**src/rtl/alu_sequencer.sv**
```systemverilog
// ALU micro-sequencer: latches one instruction, decodes it, and drives
// one-hot ALU strobes, register selects, write-back and completion pulses.
module alu_sequencer #(
  parameter int MUL_CYCLES = 4,
  parameter int DIV_CYCLES = 8
) (
  input  logic        clk,
  input  logic        clr,
  input  logic        start,
  input  logic [31:0] instr,
  output logic        busy,
  output logic        AND,
  output logic        OR,
  output logic        ADD,
  output logic        SUB,
  output logic        MUL,
  output logic        DIV,
  output logic        SHR,
  output logic        SHL,
  output logic        ROR,
  output logic        ROL,
  output logic        NEG,
  output logic        NOT,
  output logic [3:0]  ra_sel,
  output logic [3:0]  rb_sel,
  output logic [3:0]  rd_sel,
  output logic        wb_en,
  output logic        done,
  output logic        err
);

  // Zero-length parameters still yield a one-cycle strobe
  localparam int MC = (MUL_CYCLES < 1) ? 1 : MUL_CYCLES;
  localparam int DC = (DIV_CYCLES < 1) ? 1 : DIV_CYCLES;
  localparam int MX = (MC > DC) ? MC : DC;
  localparam int CW = $clog2(MX + 1);

  typedef enum logic [2:0] {
    S_IDLE,
    S_DECODE,
    S_EXEC,
    S_WB,
    S_FIN,
    S_ERR
  } state_t;

  state_t        r_state;
  logic [4:0]    r_op;
  logic [3:0]    r_rd;
  logic [3:0]    r_ra;
  logic [3:0]    r_rb;
  logic [CW-1:0] r_cnt;
  logic [11:0]   r_strb;
  logic [3:0]    r_ra_sel;
  logic [3:0]    r_rb_sel;
  logic [3:0]    r_rd_sel;
  logic          r_wb;
  logic          r_done;
  logic          r_err;
  logic          r_busy;

  logic          w_legal;
  logic [CW-1:0] w_len;
  logic [11:0]   w_onehot;
  logic          w_unused;

  assign w_unused = ^instr[14:0];
  assign w_legal  = (r_op < 5'd12);
  assign w_onehot = 12'b1 << r_op[3:0];

  always_comb begin
    w_len = CW'(1);
    if (r_op == 5'd4)
      w_len = CW'(MC);
    else if (r_op == 5'd5)
      w_len = CW'(DC);
  end

  always_ff @(posedge clk or negedge clr) begin
    if (!clr) begin
      r_state  <= S_IDLE;
      r_op     <= '0;
      r_rd     <= '0;
      r_ra     <= '0;
      r_rb     <= '0;
      r_cnt    <= '0;
      r_strb   <= '0;
      r_ra_sel <= '0;
      r_rb_sel <= '0;
      r_rd_sel <= '0;
      r_wb     <= 1'b0;
      r_done   <= 1'b0;
      r_err    <= 1'b0;
      r_busy   <= 1'b0;
    end else begin
      unique case (r_state)
        S_IDLE: begin
          if (start) begin
            r_op    <= instr[31:27];
            r_rd    <= instr[26:23];
            r_ra    <= instr[22:19];
            r_rb    <= instr[18:15];
            r_busy  <= 1'b1;
            r_state <= S_DECODE;
          end
        end
        S_DECODE: begin
          if (w_legal) begin
            r_cnt    <= w_len;
            r_strb   <= w_onehot;
            r_ra_sel <= r_ra;
            r_rb_sel <= r_rb;
            r_state  <= S_EXEC;
          end else begin
            r_err   <= 1'b1;
            r_state <= S_ERR;
          end
        end
        S_EXEC: begin
          if (r_cnt <= CW'(1)) begin
            r_cnt    <= '0;
            r_strb   <= '0;
            r_ra_sel <= '0;
            r_rb_sel <= '0;
            r_wb     <= 1'b1;
            r_rd_sel <= r_rd;
            r_state  <= S_WB;
          end else begin
            r_cnt <= r_cnt - CW'(1);
          end
        end
        S_WB: begin
          r_wb     <= 1'b0;
          r_rd_sel <= '0;
          r_done   <= 1'b1;
          r_state  <= S_FIN;
        end
        S_FIN: begin
          r_done  <= 1'b0;
          r_busy  <= 1'b0;
          r_state <= S_IDLE;
        end
        S_ERR: begin
          r_err   <= 1'b0;
          r_busy  <= 1'b0;
          r_state <= S_IDLE;
        end
        default: begin
          r_state <= S_IDLE;
        end
      endcase
    end
  end

  assign {NOT, NEG, ROL, ROR, SHL, SHR,
          DIV, MUL, SUB, ADD, OR, AND} = r_strb;

  assign busy   = r_busy;
  assign ra_sel = r_ra_sel;
  assign rb_sel = r_rb_sel;
  assign rd_sel = r_rd_sel;
  assign wb_en  = r_wb;
  assign done   = r_done;
  assign err    = r_err;

endmodule
```
**config.mk**
```make
export PLATFORM = sky130hd
export DESIGN_NAME = alu_sequencer
export DESIGN_NICKNAME = d
export VERILOG_FILES = /design/src/rtl/alu_sequencer.sv
export SDC_FILE = /design/constraint.sdc
export NUM_CORES = 1
export LEC_CHECK = 0
export BUFFER_PORTS_ARGS = -buffer_cell sky130_fd_sc_hd__buf_2
export CAP_MARGIN = 20
export CORE_ASPECT_RATIO = 1.1
export CORE_MARGIN = 2
export CORE_UTILIZATION = 45
export DETAILED_ROUTE_END_ITERATION = 16
export PLACE_DENSITY_LB_ADDON = 0.2
export RECOVER_POWER = 100
export SETUP_SLACK_MARGIN = 0.2
export SKIP_LAST_GASP = 1
export SYNTH_ARGS = -nofsm -noshare
export SYNTH_HDL_FRONTEND = slang
export SYNTH_SLANG_ARGS = --single-unit
```
**constraint.sdc**
```tcl
create_clock -name clk -period 2.6 [get_ports clk]
set_input_delay 0.78 -clock clk [delete_from_list [all_inputs] [get_ports clk]]
set_output_delay 0.78 -clock clk [all_outputs]
set_load 0.1 [all_outputs]
```
==> results of run 1 <==
worst max-delay path by stage:
stage	slack [ns]	from	endpoint
after floorplan	0.38	r_state[2]	r_strb[8]
after global placement	0.41	r_state[1]	r_strb[8]
after detailed placement	0.39	r_state[1]	r_strb[9]
after CTS	0.35	r_state[1]	r_strb[9]
after global routing	0.16	r_state[0]	r_strb[9]
final	0.27	done	done
sequential cells by signal, indices dropped and copies added (netlist names):
signal and cells:
rd_sel 4, r_rb 4, wb_en 1, r_rd 4, busy 1, rb_sel 4
done 1, r_state 3, ra_sel 4, r_op 5, r_strb 12, r_ra 4
err 1, r_cnt 4
synth_stat cells, types with 2 or more instances:
| cell | instances | area, µm² |
|---|---|---|
| nor2b_1 | 3 | 18.8 |
| inv_1 | 7 | 26.3 |
| ha_1 | 2 | 25.0 |
| o22ai_1 | 2 | 12.5 |
| nor2_1 | 5 | 18.8 |
| nor3_1 | 5 | 25.0 |
| a22o_1 | 12 | 105 |
| a21oi_1 | 3 | 15.0 |
| mux2_2 | 13 | 146 |
| o31ai_1 | 5 | 37.5 |
| nand3_1 | 9 | 45.0 |
| o41ai_1 | 3 | 26.3 |
| buf_6 | 3 | 33.8 |
| nand2_1 | 13 | 48.8 |
| dfrtp_1 | 52 | 1300 |
| a21o_1 | 3 | 22.5 |
| o21ai_0 | 11 | 55.1 |
| nand2b_1 | 3 | 18.8 |
| clkbuf_1 | 6 | 22.5 |
| nor4b_1 | 2 | 17.5 |
| mux2i_1 | 2 | 20.0 |
| nor3b_1 | 2 | 15.0 |
metal layers:
layer  track usage (%)  share of wire, %
met1              21.9                46
met2              27.6                48
met3              4.34               4.7
met4              5.77               1.3
met5                 0                 0
stage by stage:
stage,std cells,setup WS [ns],cell area (µm²),hold WS (ns)
2_1_floorplan,180,0.380,2170,0.469
3_3_place_gp,276,0.411,2450,0.461
3_5_place_dp,276,0.394,2450,0.461
4_1_cts,284,0.346,2550,0.482
5_1_grt,284,0.159,2500,0.520
6_report,284,0.268,2500,0.478
cells by family after synthesis:
logic type	count (synthesis)	synth area share, %
fa+ha+maj	2	1.15
buf+inv	19	4.56
flops	52	60.0
simple gates	48	11.9
compound gates	44	14.8
mux	15	7.67
cell type report:
type | instances | area, µm²
clock buffers | 6 | 72.6
clock inverters | 2 | 35.0
fillers | 452 | 2150
inverters | 7 | 26.3
multi-input cells | 109 | 769
flip-flops and latches | 52 | 1300
well taps | 56 | 70.1
repair buffers | 52 | 223
cell usage in the layout (no fill, tap or decap), types with 5 or more instances in the layout:
cell type	n
dfrtp_1	51
clkbuf_1	33
buf_2	18
nand2_1	13
mux2_2	13
a22o_1	12
o21ai_0	11
nand3_1	9
inv_1	7
nor2_1	5
nor3_1	5
o31ai_1	5
clkbuf_8	5
what timing repair did:
item | CTS | global route
hold buffers | 0 | 0
endpoints found under the setup margin | 0 | 2
resized for setup | 0 | 2
==> results.sh, run 1 <==
export IMPL_run_status="finished, final reports clean"
export IMPL_crit_slowest_cell="clkbuf_1"
export IMPL_numCtsBuffers=5
export IMPL_track_usage_pct=16.9
export IMPL_worstReg2RegEnd="r_strb[9]"
export IMPL_wl_mm=4.19
export IMPL_ys_flop_type="dfrtp_1"
export IMPL_ant_nets=0
export IMPL_htree_num_levels=2
export IMPL_max_freq_mhz=429
export IMPL_worst_setup_path_start_kind="register"
export IMPL_antenna_cells=0
export IMPL_drt_initial_drc_count=106
export IMPL_syn_area_per_cell_um2=12.1
export IMPL_ff2ff_setup_slack_ns=0.33
export IMPL_clockBufferDepth=2
export IMPL_slew_headroom_pct=5.51
export IMPL_syn_inst=180
export IMPL_worstSetupPathDepth=1
export IMPL_antenna_found_initial=0
export IMPL_drv_cap=0
export IMPL_period_minus_slack_ns=2.33
export IMPL_arrival_ns=1.55
export IMPL_min_from="r_strb[4]"
export IMPL_setup_viol=0
export IMPL_die_x_um=70.2
export IMPL_slew_viol_final=0
export IMPL_cts_sinks=52
export IMPL_grt_pass1_wl_mm=7.27
export IMPL_vias_per_cell=5.36
export IMPL_drcViolationCount=0
export IMPL_final_core_util_pct=53.7
export IMPL_path_clk_slew_ns=0.10
export IMPL_whs_endpoint="r_strb[4]"
export IMPL_grt_start_max_net_pins=28
export IMPL_ys_types=36
export IMPL_crit_family="buffers and inverters"
export IMPL_critPathKind="register to output port"
export IMPL_tns_ns=0
export IMPL_die_y_um=76.8
export IMPL_root_buffer="clkbuf_8"
export IMPL_synth_edff_count=0
export IMPL_synthesis_area_um2=2170
export IMPL_hold_depth=1
export IMPL_overflow=0
export IMPL_finClkSkew_ns=0.0133
export IMPL_synth_fp_nets=217
export IMPL_min_path_type="register to register"
export IMPL_cp_cell_sequence="clkbuf_1"
export IMPL_worst_pin_slew_ns=1.42
export IMPL_async_reset_ff_share_pct=100
export IMPL_rsz0062_at_grt="no"
export IMPL_end_kind="output port"
export IMPL_grt_pass1_vias=1548
export IMPL_placementRows=26
export IMPL_timing_rr_start="r_state[0]"
export IMPL_reg2reg_depth=5
export IMPL_core_area_um2=4650
export IMPL_pin_count=63
export IMPL_die_area_um2=5390
export IMPL_initial_core_util_pct=46.6
export IMPL_synth_seq_cells=52
export IMPL_period_share_pct=89.7
export IMPL_drive_gt1_share_pct=19.3
export IMPL_final_net_count=264
export IMPL_clk_latency_ns=0.31
export IMPL_cts_tree="done"
export IMPL_slowest_delay_ns=0.87
export IMPL_place_hpwl_mm=2.98
export IMPL_post_cts_buffers=0
export IMPL_wl_per_cell_um=14.8
export IMPL_synth_seq_area_share_pct=60.0
export IMPL_hold_viol=0
export IMPL_critPathBufInv=1
export IMPL_yosysWarningCount=0
export IMPL_dr_pass1_iters=4
export IMPL_place_congestion=0.754
export IMPL_crit_fanout=3
export IMPL_required_ns=1.82
export IMPL_io_buffers=47
export IMPL_area_delta_synth_final_pct=15.2
export IMPL_via_count=1522
Power of run 1 is left out: the tool's default activity adds up to more than one toggle a clock period on the data nets, which glitch-free logic cannot reach.
==> run 2: changes to the inputs <==
--- a/config.mk
+++ b/config.mk
@@ -5,7 +5,7 @@
 export SDC_FILE = /design/constraint.sdc
 export NUM_CORES = 1
 export LEC_CHECK = 0
-export BUFFER_PORTS_ARGS = -buffer_cell sky130_fd_sc_hd__buf_2
+export BUFFER_PORTS_ARGS = -buffer_cell sky130_fd_sc_hd__clkbuf_2
 export CAP_MARGIN = 20
 export CORE_ASPECT_RATIO = 1.1
 export CORE_MARGIN = 2
==> run 2 against run 1 <==
Design area fell by 1.6%; critical endpoint is now rb_sel[3]; maximum frequency increased by 0.45%; final cell count is 1.1% lower; largest cell class unchanged; register-to-register slack better by 0.03 ns.
==> results.sh, run 2 (synthesis results as in run 1) <==
export IMPL_slew_headroom_pct=16.5
export IMPL_arrival_ns=1.54
export IMPL_io_buffers=47
export IMPL_area_delta_synth_final_pct=13.4
export IMPL_dr_pass1_iters=4
export IMPL_rsz0062_at_grt="no"
export IMPL_overflow=0
export IMPL_top_regs="r_strb x12, r_op x5"
export IMPL_critPathKind="register to output port"
export IMPL_reg2reg_depth=5
export IMPL_crit_slowest_cell="clkbuf_1"
export IMPL_wl_per_cell_um=14.7
export IMPL_clockBufferDepth=2
export IMPL_max_freq_mhz=431
export IMPL_place_congestion=0.770
export IMPL_min_path_type="register to register"
export IMPL_placementRows=26
export IMPL_grtUsageMet2_pct=25.7
export IMPL_fin_cells=281
export IMPL_hold_viol=0
export IMPL_cts_tree="done"
export IMPL_critPathBufInv=1
export IMPL_numCtsBuffers=5
export IMPL_critPathLaunch="rb_sel[3]"
export IMPL_final_net_count=264
export IMPL_use_met3_pct=4.73
export IMPL_drv_cap=0
export IMPL_via_count=1517
export IMPL_root_buffer="clkbuf_8"
export IMPL_pin_count=63
export IMPL_layout_commonest_cell="dfrtp_1"
export IMPL_largest_register_ffs=12
export IMPL_period_share_pct=89.3
export IMPL_core_area_um2=4650
export IMPL_holdBufCountCts=0
export IMPL_grt_pass1_vias=1506
export IMPL_initial_core_util_pct=46.6
export IMPL_post_place_cells=276
export IMPL_tns_ns=0
export IMPL_timing_rr_start="r_state[1]"
export IMPL_worstSetupPathDepth=1
export IMPL_top_register="r_strb"
export IMPL_vias_per_cell=5.40
export IMPL_cp_cell_sequence="clkbuf_1"
export IMPL_ff2ff_setup_slack_ns=0.36
export IMPL_path_clk_slew_ns=0.08
export IMPL_post_cts_buffers=0
export IMPL_track_usage_pct=16.7
export IMPL_crit_fanout=2
export IMPL_cts_sinks=52
export IMPL_top_usage_layer="met2"
export IMPL_critPathCapture="rb_sel[3]"
export IMPL_worst_pin_slew_ns=1.25
export IMPL_clk_latency_ns=0.30
export IMPL_final_core_util_pct=52.9
export IMPL_grt_pass1_wl_mm=7.16
export IMPL_place_hpwl_mm=2.81
export IMPL_setup_viol=0
export IMPL_final_cell_mix="dfrtp_1, clkbuf_1, clkbuf_2"
export IMPL_period_minus_slack_ns=2.32
export IMPL_ant_nets=0
export IMPL_holdWs_ns=0.487
export IMPL_crit_family="buffers and inverters"
export IMPL_drt_initial_drc_count=130
export IMPL_finClkSkew_ns=0.00342
export IMPL_slowest_delay_ns=0.88
export IMPL_wl_mm=4.14
export IMPL_slew_viol_final=0
export IMPL_die_x_um=70.2
export IMPL_grt_start_max_net_pins=53
export IMPL_die_y_um=76.8
export IMPL_grt_met1_usage_pct=22.6
export IMPL_required_ns=1.82
export IMPL_worstReg2RegEnd="rd_sel[3]"
export IMPL_worst_setup_path_start_kind="register"
export IMPL_end_kind="output port"
export IMPL_drive_gt1_share_pct=18.7
export IMPL_antenna_found_initial=0
export IMPL_antenna_cells=0
export IMPL_htree_num_levels=2
export IMPL_die_area_um2=5390
export IMPL_drcViolationCount=0
export IMPL_cts_resized=0
export IMPL_run_status="finished, final reports clean"
[run 2: cell types whose count changed in the layout (fill, tap and decap cells not counted)]
cell | previous run | this run
dfrtp_1 | 51 | 52
clkbuf_2 | 1 | 20
or4_4 | 1 | 0
bufinv_16 | 1 | 0
or4_1 | 1 | 2
buf_4 | 1 | 2
clkbuf_1 | 33 | 30
dfrtp_2 | 1 | 0
clkinv_2 | 1 | 0
buf_2 | 18 | 0
[run 2: area by class of cell]
| cell class | count | area, µm² |
|---|---|---|
| inverter | 7 | 26.3 |
| multi-input combinational | 109 | 766 |
| fill | 440 | 2190 |
| tap | 56 | 70.1 |
| clock buffer | 5 | 68.8 |
| sequential | 52 | 1300 |
| timing repair buffer | 52 | 228 |
[run 2: worst min path at each step]
stage | from | end | slack (ns) | cells past startpoint
after CTS | r_strb[5] | r_strb[5] | 0.49 | 1
after global routing | r_rb[0] | rb_sel[0] | 0.52 | 1
final | r_strb[5] | r_strb[5] | 0.49 | 1
after floorplan | r_ra[0] | ra_sel[0] | 0.47 | 1
after detailed placement | r_strb[5] | r_strb[5] | 0.47 | 1
after global placement | r_strb[5] | r_strb[5] | 0.46 | 1
[run 2: per-layer routing]
layer	vias up	share of wire (%)
met4	0	1.7
met5	-	0
met3	4	4.1
met2	35	47
li1	740	-
met1	738	47
[run 2: metrics by stage]
step,setup slack [ns],instance area [µm²]
floorplan,0.380,2170
global route,0.147,2460
CTS,0.375,2510
detailed placement,0.408,2450
finish,0.279,2460
global placement,0.401,2450
Power of run 2 is left out for the same reason.
==> run 3: changes to the inputs <==
--- a/config.mk
+++ b/config.mk
@@ -11,10 +11,9 @@
 export CORE_MARGIN = 2
 export CORE_UTILIZATION = 45
 export DETAILED_ROUTE_END_ITERATION = 16
-export PLACE_DENSITY_LB_ADDON = 0.2
+export PLACE_DENSITY = 0.71
 export RECOVER_POWER = 100
 export SETUP_SLACK_MARGIN = 0.2
-export SKIP_LAST_GASP = 1
 export SYNTH_ARGS = -nofsm -noshare
 export SYNTH_HDL_FRONTEND = slang
 export SYNTH_SLANG_ARGS = --single-unit
==> run 3 against run 2 <==
Die area unchanged; via count up 3.2%; highest routed layer unchanged; non-clock buffer count up 1.
==> results.sh, run 3 (synthesis results as in run 1) <==
export IMPL_stdcell_area_um2=2500
export IMPL_slew_headroom_pct=8.36
export IMPL_post_cts_buffers=0
export IMPL_final_cell_mix="dfrtp_1, clkbuf_1, clkbuf_2"
export IMPL_grt_met1_usage_pct=22.5
export IMPL_wl_mm=4.29
export IMPL_dr_pass1_iters=4
export IMPL_period_minus_slack_ns=2.35
export IMPL_area_delta_synth_final_pct=15.1
export IMPL_grt_pass1_wl_mm=7.53
export IMPL_top_regs="r_strb x12, r_op x5"
export IMPL_dpl_cell_area_um2=2470
export IMPL_setup_viol=0
export IMPL_arrival_ns=2.54
export IMPL_worst_setup_path_start_kind="register"
export IMPL_htree_num_levels=2
export IMPL_overflow=0
export IMPL_wl_per_cell_um=15.1
export IMPL_final_net_count=265
export IMPL_die_y_um=76.8
export IMPL_cts_resized=0
export IMPL_finClkSkew_ns=0.00633
export IMPL_clockBufferDepth=2
export IMPL_grt_pass1_vias=1560
export IMPL_hold_viol=0
export IMPL_end_kind="register"
export IMPL_required_ns=2.80
export IMPL_path_clk_slew_ns=0.09
export IMPL_critPathKind="register to register"
export IMPL_die_area_um2=5390
export IMPL_via_count=1565
export IMPL_critPathBufInv=0
export IMPL_ant_nets=0
export IMPL_grtUsageMet2_pct=28.0
export IMPL_root_buffer="clkbuf_8"
export IMPL_layout_commonest_cell="dfrtp_1"
export IMPL_top_register="r_strb"
export IMPL_regArea_um2=1300
export IMPL_rsz0062_at_grt="no"
export IMPL_pin_count=63
export IMPL_multi_input_area_um2=764
export IMPL_cts_tree="done"
export IMPL_top_usage_layer="met2"
export IMPL_io_buffers=47
export IMPL_numCtsBuffers=5
export IMPL_antenna_found_initial=0
export IMPL_use_met3_pct=5.78
export IMPL_cts_sinks=52
export IMPL_die_x_um=70.2
export IMPL_place_congestion=0.775
export IMPL_period_share_pct=90.3
export IMPL_drv_cap=0
export IMPL_crit_family="simple AND/OR/NAND/NOR gates"
export IMPL_grt_start_max_net_pins=30
export IMPL_placementRows=26
export IMPL_drive_gt1_share_pct=18.8
export IMPL_slew_viol_final=0
export IMPL_final_core_util_pct=53.7
export IMPL_clk_latency_ns=0.31
export IMPL_drcViolationCount=0
export IMPL_crit_slowest_cell="or4_1"
export IMPL_place_hpwl_mm=3.08
export IMPL_track_usage_pct=17.6
export IMPL_run_status="finished, final reports clean"
export IMPL_initial_core_util_pct=46.6
export IMPL_worst_pin_slew_ns=1.37
export IMPL_core_area_um2=4650
export IMPL_vias_per_cell=5.49
export IMPL_tns_ns=0
export IMPL_antenna_cells=0
export IMPL_min_path_type="register to register"
export IMPL_fill_cells=426
export IMPL_crit_fanout=20
export IMPL_max_freq_mhz=426
export IMPL_holdBufCountCts=0
export IMPL_largest_register_ffs=12
export IMPL_drt_initial_drc_count=107
export IMPL_slowest_delay_ns=0.54
export IMPL_cp_cell_sequence="or3b_1 > or4_1 > and2_2 > o41ai_1"
==> run 3: cell type report <==
type,count,share of cell area [%]
flip-flops and latches,52,52.1
multi-input cells,109,30.6
repair buffers,53,9.67
clock buffers,6,3.31
well taps,56,2.81
inverters,7,1.05
clock inverters,2,0.401
==> run 3: worst min-delay path, stage by stage, from the launching register on <==
cell	delay, ns
dfrtp_1	0.35
nand2_1	0.05
nand2_1	0.06
==> run 3: final timing paths <==
check / from / end / slack [ns] / cells past startpoint
worst max-delay path: r_state[0] / r_strb[8] / 0.25 / 4
worst min-delay path: wb_en / wb_en / 0.49 / 2
worst max register to register: r_state[0] / r_strb[8] / 0.25 / 4
worst min register to register: wb_en / wb_en / 0.49 / 2
max in group asynchronous: clr / done / 1.03 / 1
min in group asynchronous: clr / rd_sel[3] / 0.77 / 1
==> run 3: layer usage <==
| metal | vias up | part of all wire [%] |
|---|---|---|
| met5 | - | 0 |
| met4 | 0 | 1.7 |
| met3 | 9 | 6.2 |
| met2 | 40 | 49 |
| met1 | 767 | 43 |
| li1 | 749 | - |
==> run 3: through the flow <==
stage	instances	hold WS, ns	worst slack (ns)
4_1_cts	285	0.491	0.361
5_1_grt	285	0.523	0.157
3_3_place_gp	277	0.463	0.410
3_5_place_dp	277	0.469	0.387
6_report	285	0.486	0.252
2_1_floorplan	180	0.469	0.380
Power of run 3 is left out for the same reason.
